**src/rtl/traffic_pkg.sv**
```systemverilog
// Shared constants for the traffic light controller and its sensor front end:
// debounce FSM state encoding and default timing values.
package traffic_pkg;

  localparam logic [1:0] IDLE      = 2'd0;
  localparam logic [1:0] CHK_PRESS = 2'd1;
  localparam logic [1:0] PRESSED   = 2'd2;
  localparam logic [1:0] CHK_REL   = 2'd3;

  localparam int unsigned DEBOUNCE_CYCLES_DEF = 16;
  localparam int unsigned HOLDOFF_CYCLES_DEF  = 64;

  localparam logic [7:0] PRESS_COUNT_MAX = 8'hFF;

endpackage

```
**src/rtl/sync_2ff.sv**
```systemverilog
// Two-flop synchroniser with synchronous active-high reset; shared by the
// sensor and reset_button input paths.
module sync_2ff (
  input  logic clk,
  input  logic reset,
  input  logic d_i,
  output logic q_o
);

  logic s1_q;
  logic s2_q;

  always_ff @(posedge clk) begin
    if (reset) begin
      s1_q <= 1'b0;
      s2_q <= 1'b0;
    end else begin
      // NOTE: non-blocking assignments make s1_q -> s2_q a true two-stage shift.
      s1_q <= d_i;
      s2_q <= s1_q;
    end
  end

  assign q_o = s2_q;

endmodule

```
**src/rtl/sensor_conditioner.sv**
```systemverilog
// Synchronises and debounces the side-street sensor pin and holds a sticky
// request until acknowledged. Define SENSOR_HOLDOFF_EN for post-ack lockout.
module sensor_conditioner
  import traffic_pkg::*;
#(
  parameter int unsigned DEBOUNCE_CYCLES = DEBOUNCE_CYCLES_DEF,
  parameter int unsigned CNT_W           = 16,
  parameter int unsigned HOLDOFF_CYCLES  = HOLDOFF_CYCLES_DEF
) (
  input  logic       clk,
  input  logic       reset,
  input  logic       sensor_raw,
  input  logic       req_ack,
  output logic       sensor_level,
  output logic       sensor_req,
  output logic       press_pulse,
  output logic [7:0] press_count
);

  if (DEBOUNCE_CYCLES < 2 || DEBOUNCE_CYCLES > 65535) begin : g_bad_debounce
    $error("DEBOUNCE_CYCLES must lie in 2..65535");
  end
  if ((64'd1 << CNT_W) <= 64'(DEBOUNCE_CYCLES)) begin : g_bad_cnt_w
    $error("CNT_W too narrow for DEBOUNCE_CYCLES");
  end
  if (HOLDOFF_CYCLES < 1) begin : g_bad_holdoff
    $error("HOLDOFF_CYCLES must be at least 1");
  end

  localparam logic [CNT_W-1:0] CNT_DONE = CNT_W'(DEBOUNCE_CYCLES);
  localparam logic [CNT_W-1:0] CNT_ONE  = CNT_W'(1);

  logic s;

  sync_2ff u_sync (
    .clk   (clk),
    .reset (reset),
    .d_i   (sensor_raw),
    .q_o   (s)
  );

  logic [1:0]       state_q, state_d;
  logic [CNT_W-1:0] cnt_q, cnt_d;
  logic             press_evt;

  always_comb begin
    // NOTE: defaults first so every path assigns every output -- no latches.
    state_d   = state_q;
    cnt_d     = cnt_q;
    press_evt = 1'b0;
    case (state_q)
      IDLE: begin
        if (s) begin
          state_d = CHK_PRESS;
          cnt_d   = CNT_ONE;
        end
      end
      CHK_PRESS: begin
        if (!s) begin
          state_d = IDLE;
          cnt_d   = '0;
        end else if (cnt_q == CNT_DONE) begin
          state_d   = PRESSED;
          press_evt = 1'b1;
        end else begin
          cnt_d = cnt_q + CNT_ONE;
        end
      end
      PRESSED: begin
        if (!s) begin
          state_d = CHK_REL;
          cnt_d   = CNT_ONE;
        end
      end
      CHK_REL: begin
        if (s) begin
          state_d = PRESSED;
        end else if (cnt_q == CNT_DONE) begin
          state_d = IDLE;
        end else begin
          cnt_d = cnt_q + CNT_ONE;
        end
      end
      default: begin
        state_d = IDLE;
        cnt_d   = '0;
      end
    endcase
  end

  logic holdoff_clear;

`ifdef SENSOR_HOLDOFF_EN
  localparam int unsigned HO_W = (HOLDOFF_CYCLES < 2) ? 1 : $clog2(HOLDOFF_CYCLES + 1);

  logic [HO_W-1:0] holdoff_q, holdoff_d;

  // Load on the edge where the ack actually clears the request.
  always_comb begin
    holdoff_d = holdoff_q;
    if (req_ack && sensor_req && !press_pulse) begin
      holdoff_d = HO_W'(HOLDOFF_CYCLES);
    end else if (holdoff_q != '0) begin
      holdoff_d = holdoff_q - HO_W'(1);
    end
  end

  always_ff @(posedge clk) begin
    if (reset) holdoff_q <= '0;
    else       holdoff_q <= holdoff_d;
  end

  assign holdoff_clear = (holdoff_q == '0);
`else
  assign holdoff_clear = 1'b1;
`endif

  // Output stage sits one register behind the FSM so press_pulse and
  // sensor_level move together on the edge after the state changes.
  logic       pulse_arm_q, pulse_arm_d;
  logic       level_q, level_d;
  logic       pulse_q, pulse_d;
  logic       req_q, req_d;
  logic [7:0] count_q, count_d;

  always_comb begin
    pulse_arm_d = press_evt & holdoff_clear;
    level_d     = (state_q == PRESSED) || (state_q == CHK_REL);
    pulse_d     = pulse_arm_q;
    count_d     = (pulse_arm_q && count_q != PRESS_COUNT_MAX) ? count_q + 8'd1 : count_q;
    req_d       = pulse_q | (req_q & ~req_ack);
  end

  always_ff @(posedge clk) begin
    // NOTE: every register here is a handful of flops, so all take the reset.
    if (reset) begin
      state_q     <= IDLE;
      cnt_q       <= '0;
      pulse_arm_q <= 1'b0;
      level_q     <= 1'b0;
      pulse_q     <= 1'b0;
      req_q       <= 1'b0;
      count_q     <= 8'd0;
    end else begin
      state_q     <= state_d;
      cnt_q       <= cnt_d;
      pulse_arm_q <= pulse_arm_d;
      level_q     <= level_d;
      pulse_q     <= pulse_d;
      req_q       <= req_d;
      count_q     <= count_d;
    end
  end

  assign sensor_level = level_q;
  assign sensor_req   = req_q;
  assign press_pulse  = pulse_q;
  assign press_count  = count_q;

endmodule
```
**config.mk**
```make
export PLATFORM = sky130hd
export DESIGN_NAME = sensor_conditioner
export DESIGN_NICKNAME = d
export VERILOG_FILES = /design/src/rtl/traffic_pkg.sv /design/src/rtl/sync_2ff.sv /design/src/rtl/sensor_conditioner.sv
export SDC_FILE = /design/constraint.sdc
export NUM_CORES = 1
export LEC_CHECK = 0
export ABC_CLOCK_PERIOD_IN_PS = 5300
export CORE_ASPECT_RATIO = 0.5
export CORE_UTILIZATION = 40
export CTS_CLUSTER_DIAMETER = 120
export CTS_CLUSTER_SIZE = 25
export DETAILED_ROUTE_END_ITERATION = 12
export PLACE_DENSITY_LB_ADDON = 0.08
export SYNTH_ARGS = -nofsm -noshare
export SYNTH_HDL_FRONTEND = slang
export SYNTH_SLANG_ARGS = --single-unit
```
**constraint.sdc**
```tcl
create_clock -name clk -period 5.3 [get_ports clk]
set_input_delay 0.53 -clock clk [delete_from_list [all_inputs] [get_ports clk]]
set_output_delay 0.53 -clock clk [all_outputs]
set_load 0.02 [all_outputs]
```
# After elaboration in Yosys (flattened, before gate mapping)
# Index checks and enable logic that the tools add are counted.
[totals] ff_bits=32 input_bits=4 out_inout_bits=11 word_cells=46
[classes] add_sub_neg=2 n_eq_ne=10 muxes=14 n_bitwise=5 n_reduce_logical=6
[ops] operator="2-to-1 mux 16 bit" count=5
[ops] operator="case mux 16 bit (4 select lines)" count=1
[ops] operator="adder 16 x 1 -> 16 bit (second input constant)" count=1
[ops] operator="== test 16 x 5 -> 1 bit (second input constant)" count=1
[ops] operator="2-to-1 mux 2 bit" count=6
[ops] operator="adder 8 x 1 -> 8 bit (second input constant)" count=1
[ops] operator="!= test 8 bit (second input constant)" count=1
[ops] operator="case mux 2 bit (4 select lines)" count=1
[ops] operator="== test 2 bit (second input constant)" count=2
[ops] operator="!= test 2 bit (second input constant)" count=2
[ops] operator="AND reduction 4 bit" count=1
[ops] operator="!= test 3 x 2 -> 1 bit (second input constant)" count=1
[ops] operator="!= test 3 bit (second input constant)" count=1
[ops] operator="inverter 1 bit" count=3
[ops] operator="AND reduction 3 bit" count=1
[ops] operator="OR reduction 3 bit" count=1
[ops] operator="== test 2 x 1 -> 1 bit (second input constant)" count=1
[ops] operator="zero test 2 bit" count=1
[ops] operator="!= test 2 x 1 -> 1 bit (second input constant)" count=1
[ops] operator="bitwise AND 1 bit" count=1
[ops] operator="logical AND 1 bit" count=1
[ops] operator="logical OR 1 bit" count=1
[ops] operator="2-to-1 mux 1 bit" count=1
[ops] operator="OR 1 bit" count=1

# Longest topological paths before layout
# Gate-level depths: netlist of run 1.
[logic_depth] word_depth=4 depth_mapped=7 mapped_depth_nobuf=6

# Hierarchy
# A second synthesis of run 1 with hierarchy kept.
[hier_totals] hier_cells=210 hier_area_um2=1725.4
[modules_own_cells] mod="sensor_conditioner" n_inst=1 cells_each=206 area_per_inst_um2=1672.9 seq_area_each_um2=600.6
[modules_own_cells] mod="sync_2ff" n_inst=1 cells_each=4 area_per_inst_um2=52.6 seq_area_each_um2=40.0

# Least setup slack after synthesis of run 1
# OpenSTA, ideal clock, no wires.
[synth_timing] path_kind="reg2reg" from="register u_sync.s2_q, in the netlist u_sync.q_o" to="register cnt_q[15]" setup_ns=0.070 arrival_ns=1.781 t_required_ns=5.230 setup_slack_ns=3.449 stages_incl_launch_ff=7 path_buffers=2 period_less_slack_ns=1.851 path_cell_list="dfxtp_1 > buf_6 > and2_4 > or4_1 > buf_2 > or4_1 > a21oi_1"
[synth_between] elab_chain_len=2 elab_cells_between_ends=6 cone_classes="eq/ne: 3; mux: 2; reduce/logical: 1"
[synth_lines] item="from (decl)" line="sync_2ff.sv:11" rtl="logic s2_q;"
[synth_lines] item="from (signal assigned)" line="sync_2ff.sv:20" rtl="s2_q <= s1_q;"
[synth_lines] item="2-to-1 mux 16 bit, or another cell as far along" line="sensor_conditioner.sv:59" rtl="if (!s) begin"
[synth_lines] item="case mux 16 bit (4 select lines) / AND reduction 3 bit (equally long branches)"
[synth_lines] item="to (signal assigned)" line="sensor_conditioner.sv:146" rtl="cnt_q <= cnt_d;"
[synth_lines] item="to (decl)" line="sensor_conditioner.sv:43" rtl="logic [CNT_W-1:0] cnt_q, cnt_d;"
# Parallel ways exist; a longest one is shown, timed or not.
# A chain may end at the register's enable or synchronous reset.

==> results of run 1 <==
==> per-stage QoR <==
step	area, um^2	worst slack [ps]
3_5_place_dp	1657	2729
3_3_place_gp	1657	2758
6_report	1734	3045
5_1_grt	1734	2912
2_1_floorplan	1496	3449
4_1_cts	1734	3023
==> placed cells by master, fill, tap and decap left out, drive strengths merged, types with 5 or more instances in the layout <==
cell	instances
nand4	5
nand3	6
a21oi	14
nor3	7
dfxtp	32
clkbuf	6
o31ai	5
nor2	11
o21ai	9
clkdlybuf4s50	14
or3	9
inv	8
nand2	13
==> flip-flops by register name, indices dropped and copies added (netlist names), named ones only <==
name / cells
u_sync.s1_q: 1
press_count: 8
pulse_arm_q: 1
sensor_level: 1
cnt_q: 16
u_sync.q_o: 1
sensor_req: 1
press_pulse: 1
state_q: 1
==> final cells by class <==
type                    count  area (um^2)
multi-input cells         126        782.0
well taps                  51        63.81
fillers                   340         1775
inverters                   8        30.03
repair buffers             14        140.1
clock buffers               6        72.57
clock inverters             1        5.005
flip-flops and latches     32        640.6
==> worst max-delay path by stage <==
stage,endpoint,cells after the start,slack (ps),startpoint
after global routing,cnt_q[2]$_SDFFE_PP0P_,4,2910,reset
after CTS,cnt_q[2]$_SDFFE_PP0P_,4,3020,reset
after global placement,cnt_q[2]$_SDFFE_PP0P_,4,2760,reset
after floorplan,cnt_q[15]$_SDFFE_PP0P_,6,3450,u_sync.q_o$_SDFF_PP0_
final,cnt_q[2]$_SDFFE_PP0P_,4,3040,reset
after detailed placement,cnt_q[2]$_SDFFE_PP0P_,4,2730,reset
==> metal layers <==
layer	vias to the layer above	share of wire [%]
li1	659	-
met1	591	53
met2	20	42
met3	5	4.5
met4	0	0.74
met5	-	0
==> cell usage after synthesis (4+ instances only) <==
master / instances / area share [%]
dfxtp_1: 32 / 43
o31ai_1: 5 / 2.5
inv_1: 8 / 2.0
a21oi_1: 14 / 4.7
xor2_1: 4 / 2.3
o21ai_0: 9 / 3.0
nand3_1: 6 / 2.0
nand4_1: 5 / 2.1
nand2_1: 13 / 3.3
or4_1: 4 / 2.0
xnor2_1: 4 / 2.3
nor3_1: 7 / 2.3
or3_1: 7 / 2.9
nor2_1: 11 / 2.8
==> where the power goes <==
group	internal, mW	switching [mW]	total [mW]
combinational	0.00531	0.00832	0.0136
sequential	0.242	0.00178	0.244
clock	0.0891	0.0822	0.171
==> kinds of logic (layout without fill, tap and decap cells) <==
group,after synthesis,in the layout,share of synthesized area (%)
xor gates and xnor gates,8,8,4.682
AOI/OAI and AO/OA,40,40,16.30
muxes,2,2,1.338
adders and majority gates,3,3,2.509
buffers and inverters,16,29,4.933
and+or+nand+nor,73,73,27.43
DFF,32,32,42.81
==> qor.csv, run 1 <==
metric;value;unit
CTS Buffer Depth;2;
area delta synth->final;15.89;%
Post-CTS Setup Repair Bufs;0;
latest clock arrival within the worst-skew pair;280;ps
drc violations;0;
slowest CP cell;clkdlybuf4s50_1;
post-synthesis sequential area ratio;42.81;%
Synth Register Bits;32;
CTS tree;built;
CTS Buf Count;5;
row count;15;
Post-synth EDFFs;0;
hold path depth;1;
GRT met1 Usage;20.58;%
fraction of registers with async set/reset;0;%
Post-synth top flop;dfxtp_1;
static leakage;0.5743;nW
Tcrit/Tclk final;42.55;%
RSZ-0062 raised after global routing;false;
crit-path max FO;19;
core area;3510;um^2
post-route insts no fill;238;
max-slew violations;0;
r2r worst-path depth;4;
Yosys cell types;39;
initial antenna violation count;0;
CTS Root Cell;clkbuf_8;
initial core utilization;42.64;%
1st-iter DRT viols;33;
vias per cell;5.357;
Final ANT Viol Nets;0;
Buf+Inv Stages, Crit Path;1;
worst r2r dst;cnt_q[15]$_SDFFE_PP0P_;
Setup Skew;4.947;ps
dpl hpwl;1.951;mm
Ports;15;
critical path cell sequence;clkdlybuf4s50_1 -> a211o_1 -> or4_1 -> nand2_1;
final hold slack;436.2;ps
hold endpoint;u_sync.q_o$_SDFF_PP0_;
power consumption;428.6;uW
number of global-route vias before repair;1127;
Reg2Reg Setup Slack;3290;ps
HP Class;flip-flop to flip-flop;
ANT cells;0;
Final min period;2255;ps
max_cap viols;0;
max_slew headroom;56.65;%
met3 Use GR;6.033;%
Reg2Reg Launch Point;u_sync.q_o$_SDFF_PP0_;
Worst Max-Slew Pin Slew;648.1;ps
grt ovf;0;
gr busiest metal;met2;
setup_tns;0;ps
H-tree depth;2;
first-pass GRT wire length;4.864;mm
critical path's top delay family;buffers and inverters;
Reg clk slew, reported paths;70;ps
cts repair resizes;0;
fin util;49.41;%
status;completed;
via count;1275;
nets;194;
GP Congestion;0.7480;
Critical Path AT;2480;ps
Global Route met2 Usage;26.31;%
synth warn;0;
largest net degree at the start of global routing;20;
hold_buf cts;0;
TritonCTS Sinks;32;
VDD IR-drop max;0.1187;mV
Mapped Cells;174;
critical path data required time;5520;ps
hold_sp;u_sync.s1_q$_SDFF_PP0_;
Final Setup Violations;0;
Mapped Area;1496;um^2
routed len/inst;11.92;um
Pwr Density;247.2;nW/um^2
CP max stage delay;740;ps
final-report hold violation count;0;
post-synth net total;181;
Die Height;45.25;um
CP Launch Type;primary input;
fmax;443.4;MHz
die area;4005;um^2
Die Wd;88.50;um
Crit. End Element;flip-flop;
kind of critical path;primary input to flip-flop;
Mean Syn Cell Area;8.600;um^2
GRT Overall Usage;16.27;%
DRT Pass-1 Iters;4;
share of cells above drive strength 1;4.813;%
Routed WL;2.837;mm
# port buffers;14;
placed cell count;231;
No activity file was read; power rests on OpenSTA's default activity.
==> inputs of run 2 (changes only) <==
ABC_CLOCK_PERIOD_IN_PS = 2350   (was 5300)
clock period = 2.35 ns   (was 5.3 ns; I/O delays follow)
==> qor.csv, run 2 (same netlist as run 1, synthesis figures left out) <==
metric;value;unit;change
hold path depth;1;;unchanged
CTS Buffer Depth;2;;unchanged
fin util;50.20;%;+0.78 points
nets;196;;+1.0%
Final Setup Violations;0;;unchanged
Worst Max-Slew Pin Slew;446.1;ps;-202.0 ps
final-report hold violation count;0;;unchanged
latest clock arrival within the worst-skew pair;270;ps;about the same
grt ovf;0;;unchanged
1st-iter DRT viols;67;;+100%
Final ANT Viol Nets;0;;unchanged
VDD IR-drop max;0.1991;mV;+68%
power consumption;1.011;mW;+140%
Reg2Reg Launch Point;u_sync.q_o$_SDFF_PP0_;;
commonest non-fill, non-tap cell in the layout;dfxtp_1;;
CTS Buf Count;5;;unchanged
cts repair resizes;0;;unchanged
number of global-route vias before repair;1035;;-8.2%
Reg clk slew, reported paths;60;ps;about the same
TritonCTS Sinks;32;;unchanged
CTS Root Cell;clkbuf_8;;
share of cells above drive strength 1;5.789;%;+0.98 points
die area;4005;um^2;unchanged
area delta synth->final;17.73;%;
GP Congestion;0.7655;;+2.3%
critical path data required time;2550;ps;-2970 ps
max_slew headroom;70.08;%;+13 points
setup_tns;0;ps;unchanged
status;completed;;
hold endpoint;u_sync.q_o$_SDFF_PP0_;;
Die Wd;88.50;um;unchanged
Reg2Reg Setup Slack;360;ps;-2930 ps
core area;3510;um^2;unchanged
H-tree depth;2;;unchanged
first-pass GRT wire length;4.754;mm;-2.3%
crit-path max FO;10;;-9
fmax;501.6;MHz;
Ports;15;;unchanged
CTS tree;built;;
pre-CTS setup slack;378.8;ps;-2350 ps
row count;15;;unchanged
Critical Path AT;2200;ps;-280 ps
static leakage;0.5890;nW;+2.5%
final setup margin;356.3;ps;-2689 ps
Post-CTS Setup Repair Bufs;0;;unchanged
Crit. End Element;flip-flop;;
Final min period;1994;ps;
Tcrit/Tclk final;84.84;%;
# port buffers;14;;unchanged
routed len/inst;12.02;um;+0.84%
HP Class;flip-flop to flip-flop;;
RSZ-0062 raised after global routing;false;;
DRT Pass-1 Iters;4;;unchanged
most frequent cells in the layout;32 x dfxtp_1, 14 x a21oi_1, 14 x clkdlybuf4s50_1;;
Reg with most FFs;cnt_q;;
initial core utilization;42.64;%;unchanged
hold_sp;u_sync.s1_q$_SDFF_PP0_;;
GRT Overall Usage;16.22;%;-0.048 points
Routed WL;2.897;mm;+2.1%
Largest register FFs;16;;unchanged
worst r2r dst;cnt_q[15]$_SDFFE_PP0P_;;
Pwr Density;573.7;nW/um^2;+130%
max-slew violations;0;;unchanged
Setup Skew;4.256;ps;-0.6910 ps
kind of critical path;flip-flop to flip-flop;;
drc violations;0;;unchanged
r2r worst-path depth;4;;unchanged
final hold slack;435.2;ps;-0.9960 ps
CP Launch Type;flip-flop;;
largest net degree at the start of global routing;19;;-5.0%
via count;1236;;-3.1%
ANT cells;0;;unchanged
max_cap viols;0;;unchanged
vias per cell;5.129;;-4.3%
dpl hpwl;1.996;mm;+2.3%
hold_buf cts;0;;unchanged
initial antenna violation count;0;;unchanged
Die Height;45.25;um;unchanged
==> run 2: routing by layer <==
metal	routed length (um)	vias up	track usage, %
li1	-	665	-
met1	1572	549	21.81
met2	1183	20	24.15
met3	128	2	5.850
met4	12	0	5.806
met5	0	-	0
==> run 2: layout make-up <==
type / count / area [um^2]
Sequential cell: 32 / 640.6
Multi-Input combinational cell: 126 / 782.0
Tap cell: 51 / 63.81
Clock buffer: 8 / 90.09
Fill cell: 346 / 1748
Inverter: 8 / 30.03
Timing Repair Buffer: 16 / 155.1
==> run 2: power breakdown <==
part / switching [mW] / internal [mW] / total [mW]
Sequential: 0.00310 / 0.546 / 0.549
Clock: 0.190 / 0.239 / 0.428
Combinational: 0.0203 / 0.0136 / 0.0338
==> run 2: worst max-delay path by stage <==
stage	startpoint	end	slack, ps
CTS	flip-flop	cnt_q[15]$_SDFFE_PP0P_	360
floorplan	u_sync.q_o$_SDFF_PP0_	cnt_q[15]$_SDFFE_PP0P_	500
global route	flip-flop	cnt_q[15]$_SDFFE_PP0P_	290
detailed placement	flip-flop	cnt_q[15]$_SDFFE_PP0P_	380
finish	u_sync.q_o$_SDFF_PP0_	cnt_q[15]$_SDFFE_PP0P_	360
global placement	u_sync.q_o$_SDFF_PP0_	cnt_q[15]$_SDFFE_PP0P_	410
==> run 2: metrics by stage <==
step                      area, um^2  std cells
after floorplan                 1496        174
after global placement          1672        233
after detailed placement        1672        233
after CTS                       1762        241
after global routing            1762        241
final                           1762        241
==> run 2: worst max-delay path, stage by stage (launching register included) <==
cell	delay, ps
dfxtp_1	510
nor3_1	120
or4_1	640
or4_1	510
a21oi_1	140
